`src/rtl/clock_pkg.sv`:
```
// Shared widths, limits and controller mode encodings for the clock datapath,
// controller and display, so every block agrees on field sizes and terminal counts.
package clock_pkg;

  localparam int HOUR_W = 5;
  localparam int MIN_W  = 6;
  localparam int SEC_W  = 6;

  localparam logic [HOUR_W-1:0] MAX_HOUR = 5'd23;
  localparam logic [MIN_W-1:0]  MAX_MIN  = 6'd59;
  localparam logic [SEC_W-1:0]  MAX_SEC  = 6'd59;

  typedef enum logic [1:0] {
    MODE_RUN       = 2'd0,
    MODE_SET_HOUR  = 2'd1,
    MODE_SET_MIN   = 2'd2,
    MODE_SET_ALARM = 2'd3
  } clock_mode_e;

endpackage

```
`src/rtl/tick_prescaler.sv`:
```
// Divides the system clock down to a one-per-second wrap pulse and a registered
// half-second blink flag. The wrap output is combinational and asserts in the cycle before the wrap edge.
module tick_prescaler #(
  parameter int CYCLES_PER_SEC = 50_000_000
) (
  input  logic clk,
  input  logic rst,
  input  logic en,
  input  logic clear,
  output logic wrap,
  output logic half_sec
);

  localparam int CNT_W = $clog2(CYCLES_PER_SEC);
  localparam logic [CNT_W-1:0] LAST = CNT_W'(CYCLES_PER_SEC - 1);
  localparam logic [CNT_W-1:0] HALF = CNT_W'(CYCLES_PER_SEC / 2);

  logic [CNT_W-1:0] cnt;
  logic [CNT_W-1:0] cnt_next;

  assign wrap = en && (cnt == LAST);

  always_comb begin
    cnt_next = cnt;
    if (clear)
      cnt_next = '0;
    else if (en)
      cnt_next = wrap ? '0 : cnt + 1'b1;
  end

  // half_sec is derived from the value being loaded so it stays in lockstep with cnt.
  always_ff @(posedge clk) begin
    if (rst) begin
      cnt      <= '0;
      half_sec <= 1'b1;
    end else begin
      cnt      <= cnt_next;
      half_sec <= (cnt_next < HALF);
    end
  end

endmodule

```
`src/rtl/rtc_time_counter.sv`:
```
// Real-time clock datapath: sec/min/hour cascade driven by the 1 Hz prescaler,
// validated loads from the controller, and single-cycle carry strobes.
module rtc_time_counter
  import clock_pkg::*;
#(
  parameter int CYCLES_PER_SEC = 50_000_000
) (
  input  logic              clk,
  input  logic              rst,
  input  logic              count_en,
  input  logic              load_en,
  input  logic [HOUR_W-1:0] hour_load,
  input  logic [MIN_W-1:0]  min_load,
  output logic [HOUR_W-1:0] hour,
  output logic [MIN_W-1:0]  min,
  output logic [SEC_W-1:0]  sec,
  output logic              sec_tick,
  output logic              min_carry,
  output logic              hour_carry,
  output logic              day_rollover,
  output logic              half_sec,
  output logic              load_err
);

  logic wrap;
  logic hour_ok;
  logic min_ok;

  tick_prescaler #(
    .CYCLES_PER_SEC(CYCLES_PER_SEC)
  ) u_prescaler (
    .clk      (clk),
    .rst      (rst),
    .en       (count_en),
    .clear    (load_en),
    .wrap     (wrap),
    .half_sec (half_sec)
  );

  assign hour_ok = (hour_load <= MAX_HOUR);
  assign min_ok  = (min_load <= MAX_MIN);

  // NOTE: all state here uses non-blocking assignments so every register samples
  // pre-edge values; blocking would let the carry logic see already-updated fields.
  always_ff @(posedge clk) begin
    if (rst) begin
      hour         <= '0;
      min          <= '0;
      sec          <= '0;
      sec_tick     <= 1'b0;
      min_carry    <= 1'b0;
      hour_carry   <= 1'b0;
      day_rollover <= 1'b0;
      load_err     <= 1'b0;
    end else begin
      sec_tick     <= 1'b0;
      min_carry    <= 1'b0;
      hour_carry   <= 1'b0;
      day_rollover <= 1'b0;
      load_err     <= 1'b0;
      if (load_en) begin
        // A load wins over a coincident wrap; invalid fields keep their old value.
        sec      <= '0;
        load_err <= !(hour_ok && min_ok);
        if (hour_ok) hour <= hour_load;
        if (min_ok)  min  <= min_load;
      end else if (wrap) begin
        sec_tick <= 1'b1;
        if (sec == MAX_SEC) begin
          sec       <= '0;
          min_carry <= 1'b1;
          if (min == MAX_MIN) begin
            min        <= '0;
            hour_carry <= 1'b1;
            if (hour == MAX_HOUR) begin
              hour         <= '0;
              day_rollover <= 1'b1;
            end else begin
              hour <= hour + 1'b1;
            end
          end else begin
            min <= min + 1'b1;
          end
        end else begin
          sec <= sec + 1'b1;
        end
      end
    end
  end

endmodule

```
`config.mk`:
```
export PLATFORM = sky130hd
export DESIGN_NAME = rtc_time_counter
export DESIGN_NICKNAME = d
export VERILOG_FILES = /design/src/rtl/clock_pkg.sv /design/src/rtl/tick_prescaler.sv /design/src/rtl/rtc_time_counter.sv
export SDC_FILE = /design/constraint.sdc
export NUM_CORES = 1
export LEC_CHECK = 0
export CAP_MARGIN = 20
export CORE_MARGIN = 8
export CORE_UTILIZATION = 25
export DETAILED_ROUTE_END_ITERATION = 7
export SLEW_MARGIN = 30
export SYNTH_ARGS = -nofsm -noshare
export SYNTH_HDL_FRONTEND = slang
export SYNTH_HIERARCHICAL = 1
export SYNTH_SLANG_ARGS = --single-unit
```
`constraint.sdc`:
```
create_clock -name clk -period 3.12 [get_ports clk]
set_input_delay 0.624 -clock clk [delete_from_list [all_inputs] [get_ports clk]]
set_output_delay 0.624 -clock clk [all_outputs]
set_load 0.01 [all_outputs]
```
-- After elaboration in Yosys (flattened, before gate mapping)
Index checks and enable logic that the tools add are counted.
- output and inout port bits: 23
- input port bits: 15
- register bits after elaboration: 49
- word-level logic and storage cells: 59
- reductions and logical operators: 13
- $add $sub $neg: 4
- multiplexer cells: 19
- order comparisons: 3
- equal/unequal tests: 6
- bitwise operators: 4
- operators with widths (operator ; count):
    26-bit two-way mux ; 3
    6-bit two-way mux ; 6
    5-bit two-way mux ; 6
    26-bit by 1-bit adder with 26-bit output, second input constant ; 1
    26-bit == test, second input constant ; 1
    26-bit by 25-bit < comparator with 1-bit output, second input constant ; 1
    6-bit by 1-bit adder with 6-bit output, second input constant ; 2
    6-bit == test, second input constant ; 2
    6-bit <= comparator, second input constant ; 1
    2-bit nonzero test ; 3
    5-bit by 1-bit adder with 5-bit output, second input constant ; 1
    5-bit == test, second input constant ; 1
    5-bit <= comparator, second input constant ; 1
    5-bit OR reduction ; 1
    1-bit two-way mux ; 4
    2-bit by 1-bit inequality test with 1-bit output, second input constant ; 2
    1-bit NOT ; 4
    4-bit AND reduction ; 1
    2-bit OR reduction ; 2
    4-bit OR reduction ; 1
    3-bit AND reduction ; 1
    3-bit OR reduction ; 1
    1-bit logical AND ; 2
    1-bit logical NOT ; 1

-- Longest topological paths before layout
- depth in word-level cells: 6
- mapped depth: 10
- mapped depth without buffers: 9

-- By module
The synthesis kept the hierarchy.
- by module, submodules not included (module ; times used ; cells an instance ; area each (um^2) ; sequential area each (um^2)):
    tick_prescaler ; 1 ; 181 ; 1521.5 ; 540.5
    rtc_time_counter ; 1 ; 138 ; 1161.1 ; 440.4

-- Worst setup path after synthesis
Ideal clock, no wire load.
- kind: register to register
- start point: register u_prescaler.cnt[8]
- end point: register hour[3]
- path slack: 582 ps
- library setup time: 117 ps
- period minus slack after synthesis: 2538 ps
- data arrival time: 2421 ps
- buffers on the path: 2
- cell stages (with the launch flop): 11
- data required time: 3003 ps
- path through: dfxtp_1 buf_2 or4bb_1 nor4_1 nand3_1 inv_1 buf_2 and3b_1 nand4_2 a31o_2 a22o_1
- word-level cells in the longest chain between the ends: 4
- ends and longest elaborated chain (element ; RTL line ; source):
    from (decl) ; tick_prescaler.sv:18 ; logic [CNT_W-1:0] cnt;
    from (signal assigned) ; tick_prescaler.sv:37 ; cnt <= cnt_next;
    26-bit == test ; tick_prescaler.sv:21 ; assign wrap = en && (cnt == LAST);
    1-bit logical AND ; tick_prescaler.sv:21 ;
    named net wrap ; rtc_time_counter.sv:25 ; logic wrap;
    2-bit nonzero test (no source line) ; -- ;
    4-bit AND reduction (no source line) ; -- ;
    to (signal assigned) ; rtc_time_counter.sv:65 ; if (hour_ok) hour <= hour_load;
    to (signal assigned) ; rtc_time_counter.sv:79 ; hour <= hour + 1'b1;
    to (decl) ; rtc_time_counter.sv:14 ; output logic [HOUR_W-1:0] hour,
The timed path passes the listed nets, and every way through them passes these cells.
A chain may end at the register's enable or synchronous reset.

-- Worst setup path in the final report
- start point: input count_en
- end point: register u_prescaler.half_sec
- word-level cells in the longest chain between the ends: 5
- ends and longest elaborated chain (element ; RTL line ; source):
    from (decl) ; rtc_time_counter.sv:10 ; input logic count_en,
    1-bit logical AND ; tick_prescaler.sv:21 ;
    26-bit two-way mux ; tick_prescaler.sv:28 ; cnt_next = wrap ? '0 : cnt + 1'b1;
    26-bit two-way mux * ; tick_prescaler.sv:27 ; else if (en)
    26-bit two-way mux * ; tick_prescaler.sv:25 ; if (clear)
    26-bit by 25-bit < comparator with 1-bit output * ; tick_prescaler.sv:38 ; half_sec <= (cnt_next < HALF);
    to (signal assigned) ; tick_prescaler.sv:38 ;
    to (decl) ; tick_prescaler.sv:11 ; output logic half_sec
Mark *: on every way between the ends. The rest lies on a longest branch, timed or not.

==> impl_metrics.toml <==
[clock_network]
cts.sinks = 49
ctsResizeCount = 0
cts_max_level = 2
clkLatencyLatePin_ps = 310
clockBufferDepth = 2
cts_tree = "yes"
cts_inserted_buffers = 5
hold_buffers = 0
cts_setup_buffers = 0
clk_pin_slew_worst_paths_ps = 100
root_buffer = "clkbuf_8"

[sta]
finalSetupTns_ps = 0
slew_headroom_pct = 60.5
min_period_over_period_pct = 83.8
fmax_mhz = 383
setup_viol = 0
setup_ws_ps = 506
finalHoldViolations = 0
rsz0062_at_grt = "no"
fin_skew_ps = 16.2
finalMaxSlewViolations = 0
finalCriticalPeriod_ps = 2610
tightest_slew_ps = 592

[critical_path]
crit_path_max_fanout = 5
startpoint_type = "input pin"
cp_data_required_time_ps = 3290
criticalPathCategory = "in2reg"
crit_path_end_kind = "register"
cp.arrival_ps = 2780

[place]
gp_congestion = 0.828
portBuffers = 37
dp_slack_ps = 185
dpl.hpwl_um = 4970

[yosys]
yosys_warnings = 6
yosysSeqAreaShare_pct = 36.6
synthFlopType = "dfxtp_1"
synth-async-reset-ratio_pct = 0
syn_inst = 319
yosysUniqueCellTypes = 61
ys_seq_elements = 49
avgSynthCellArea_sq_um = 8.41
syn_nets = 338
synth-edff-count = 0
synth_area_sq_um = 2680

[grt]
grt_pass1_wl_um = 11800
gr-total-overflow = 0
grt_pass1_vias = 2430
grt_max_degree = 30
antenna_found_initial = 0
grt_use_total_pct = 9.68

[power_and_ir_drop]
seqPwrFrac_pct = 56.0
pwr-share-clk_pct = 34.4
switching_share_pct = 24.8
p_int_mw = 0.875
p_per_area_nw_per_um2 = 346
ir_drop_uv = 203
p_leak_nw = 1.13
combPwrFrac_pct = 9.6
switchingPower_mw = 0.288

[cells_and_area]
fin_util_pct = 31.5
fin_nets = 381
syn_to_final_growth_pct = 25.1
final_cell_mix = "dfxtp_1 (49), nor2_1 (43), clkdlybuf4s50_1 (37)"
num_antenna_cells = 0
mostFrequentLayoutCell = "dfxtp_1"
fill_cells = 1147
drive_gt1_share_pct = 9.92

[drt]
drc = 0
routed_wl_um = 6640
wl_per_cell_um = 13.2
first_iter_violations = 72
vias = 2441
drtPass1Iterations = 4
via_per_inst = 4.85
final_antenna_net_count = 0

[die]
fp.dieW_um = 120
die_height_um = 120
die_area_sq_um = 14300
start_util_pct = 25.2
core_sq_um = 10700
rows = 38
design.portCount = 38

[min_path]
hold_class = "reg2reg"

[outcome]
status = "finished, final reports clean"

[run]
maxCapViolCount = 0
cells by family after synthesis:
logic type,Yosys count,synth area share [%]
AO/OA/AOI/OAI,52,12.9
XOR/XNOR,30,9.79
adder cells (fa/ha/maj),4,1.87
buffers and inverters,21,3.26
flip-flops,49,36.6
multiplexers,4,1.54
AND/OR/NAND/NOR,159,34.1
flip-flops by register name, indices dropped and copies added, names as in the netlist:
name and cells:
sec 6, hour 5, u_prescaler/half_sec 1, load_err 1, hour_carry 1, min 6
min_carry 1, u_prescaler/cnt 26, day_rollover 1, sec_tick 1
cells in the mapped netlist (2+ instances only):
cell type	count	area share [%]
and2_1	5	1.2
nand4_4	2	1.6
or4_4	2	0.84
or2_2	2	0.47
o22ai_1	3	0.70
nor4_1	6	1.4
or3_1	2	0.47
and4b_1	2	0.75
mux2i_1	3	1.1
a21oi_1	12	2.2
nand2_1	27	3.8
o21ai_0	8	1.5
and4_1	2	0.65
a21boi_0	2	0.56
nor3_1	11	2.1
nand4_1	7	1.6
a211oi_1	2	0.56
nor3_2	2	0.75
or4b_1	2	0.75
nand3_1	15	2.8
buf_2	5	0.93
clkbuf_1	5	0.70
a31oi_1	7	1.6
nand4b_1	3	0.98
nand2b_1	3	0.70
and3_1	5	1.2
ha_1	4	1.9
inv_1	8	1.1
xnor2_1	17	5.6
nor3b_1	3	0.84
clkbuf_2	2	0.37
nand3b_1	3	0.84
a22o_1	2	0.65
nor2_1	43	6.0
dfxtp_1	49	37
a31o_2	2	0.65
xor2_1	13	4.2
o31ai_1	2	0.56
nor2b_1	4	0.93
stage by stage:
stage	hold WS, ps	instances	instance area [sq um]	total power, mW
floorplan	508	319	2680	0.719
global placement	513	495	3260	0.776
detailed placement	508	495	3260	0.777
CTS	525	503	3360	1.18
global route	554	503	3360	1.22
finish	524	503	3360	1.16
critical path: stages:
cell	delay (ps)
clkdlybuf4s50_1	550
nand3_2	160
or4_4	600
nor3_2	190
xnor2_1	100
or3_1	350
a21oi_1	150
a41oi_1	50
path summary, 6_finish.rpt:
path / start / endpoint / slack [ps] / depth (start not counted)
hold reg to reg: min[4] / min[4] / 520 / 2
setup / recovery: count_en / u_prescaler/half_sec / 510 / 8
hold / removal: min[4] / min[4] / 520 / 2
setup reg to reg: u_prescaler/cnt[8] / hour[3] / 580 / 8
power by group through the flow:
stage               logic [mW]  registers [mW]  clock network (mW)
floorplan               0.0525           0.666                   0
global placement         0.110           0.665                   0
global route             0.124           0.654               0.439
finish                   0.111           0.651               0.400
detailed placement       0.112           0.665                   0
CTS                      0.112           0.651               0.418
area by class of cell:
class | instances | area, sq um | area share [%]
multi-input combinational | 249 | 1610 | 48.1
timing repair buffer | 49 | 460 | 13.7
tap | 140 | 175 | 5.22
inverter | 8 | 30.0 | 0.895
clock inverter | 2 | 13.8 | 0.410
clock buffer | 6 | 82.6 | 2.46
sequential | 49 | 981 | 29.2
metal layers:
metal / GRT usage (%) / vias to the layer above / wire length (um)
met2: 15.5 / 47 / 3010
met1: 11.9 / 1145 / 3170
met4: 2.81 / 0 / 70
li1: - / 1242 / -
met5: 0 / - / 0
met3: 3.52 / 7 / 398
(Power assumes the default switching activity.)
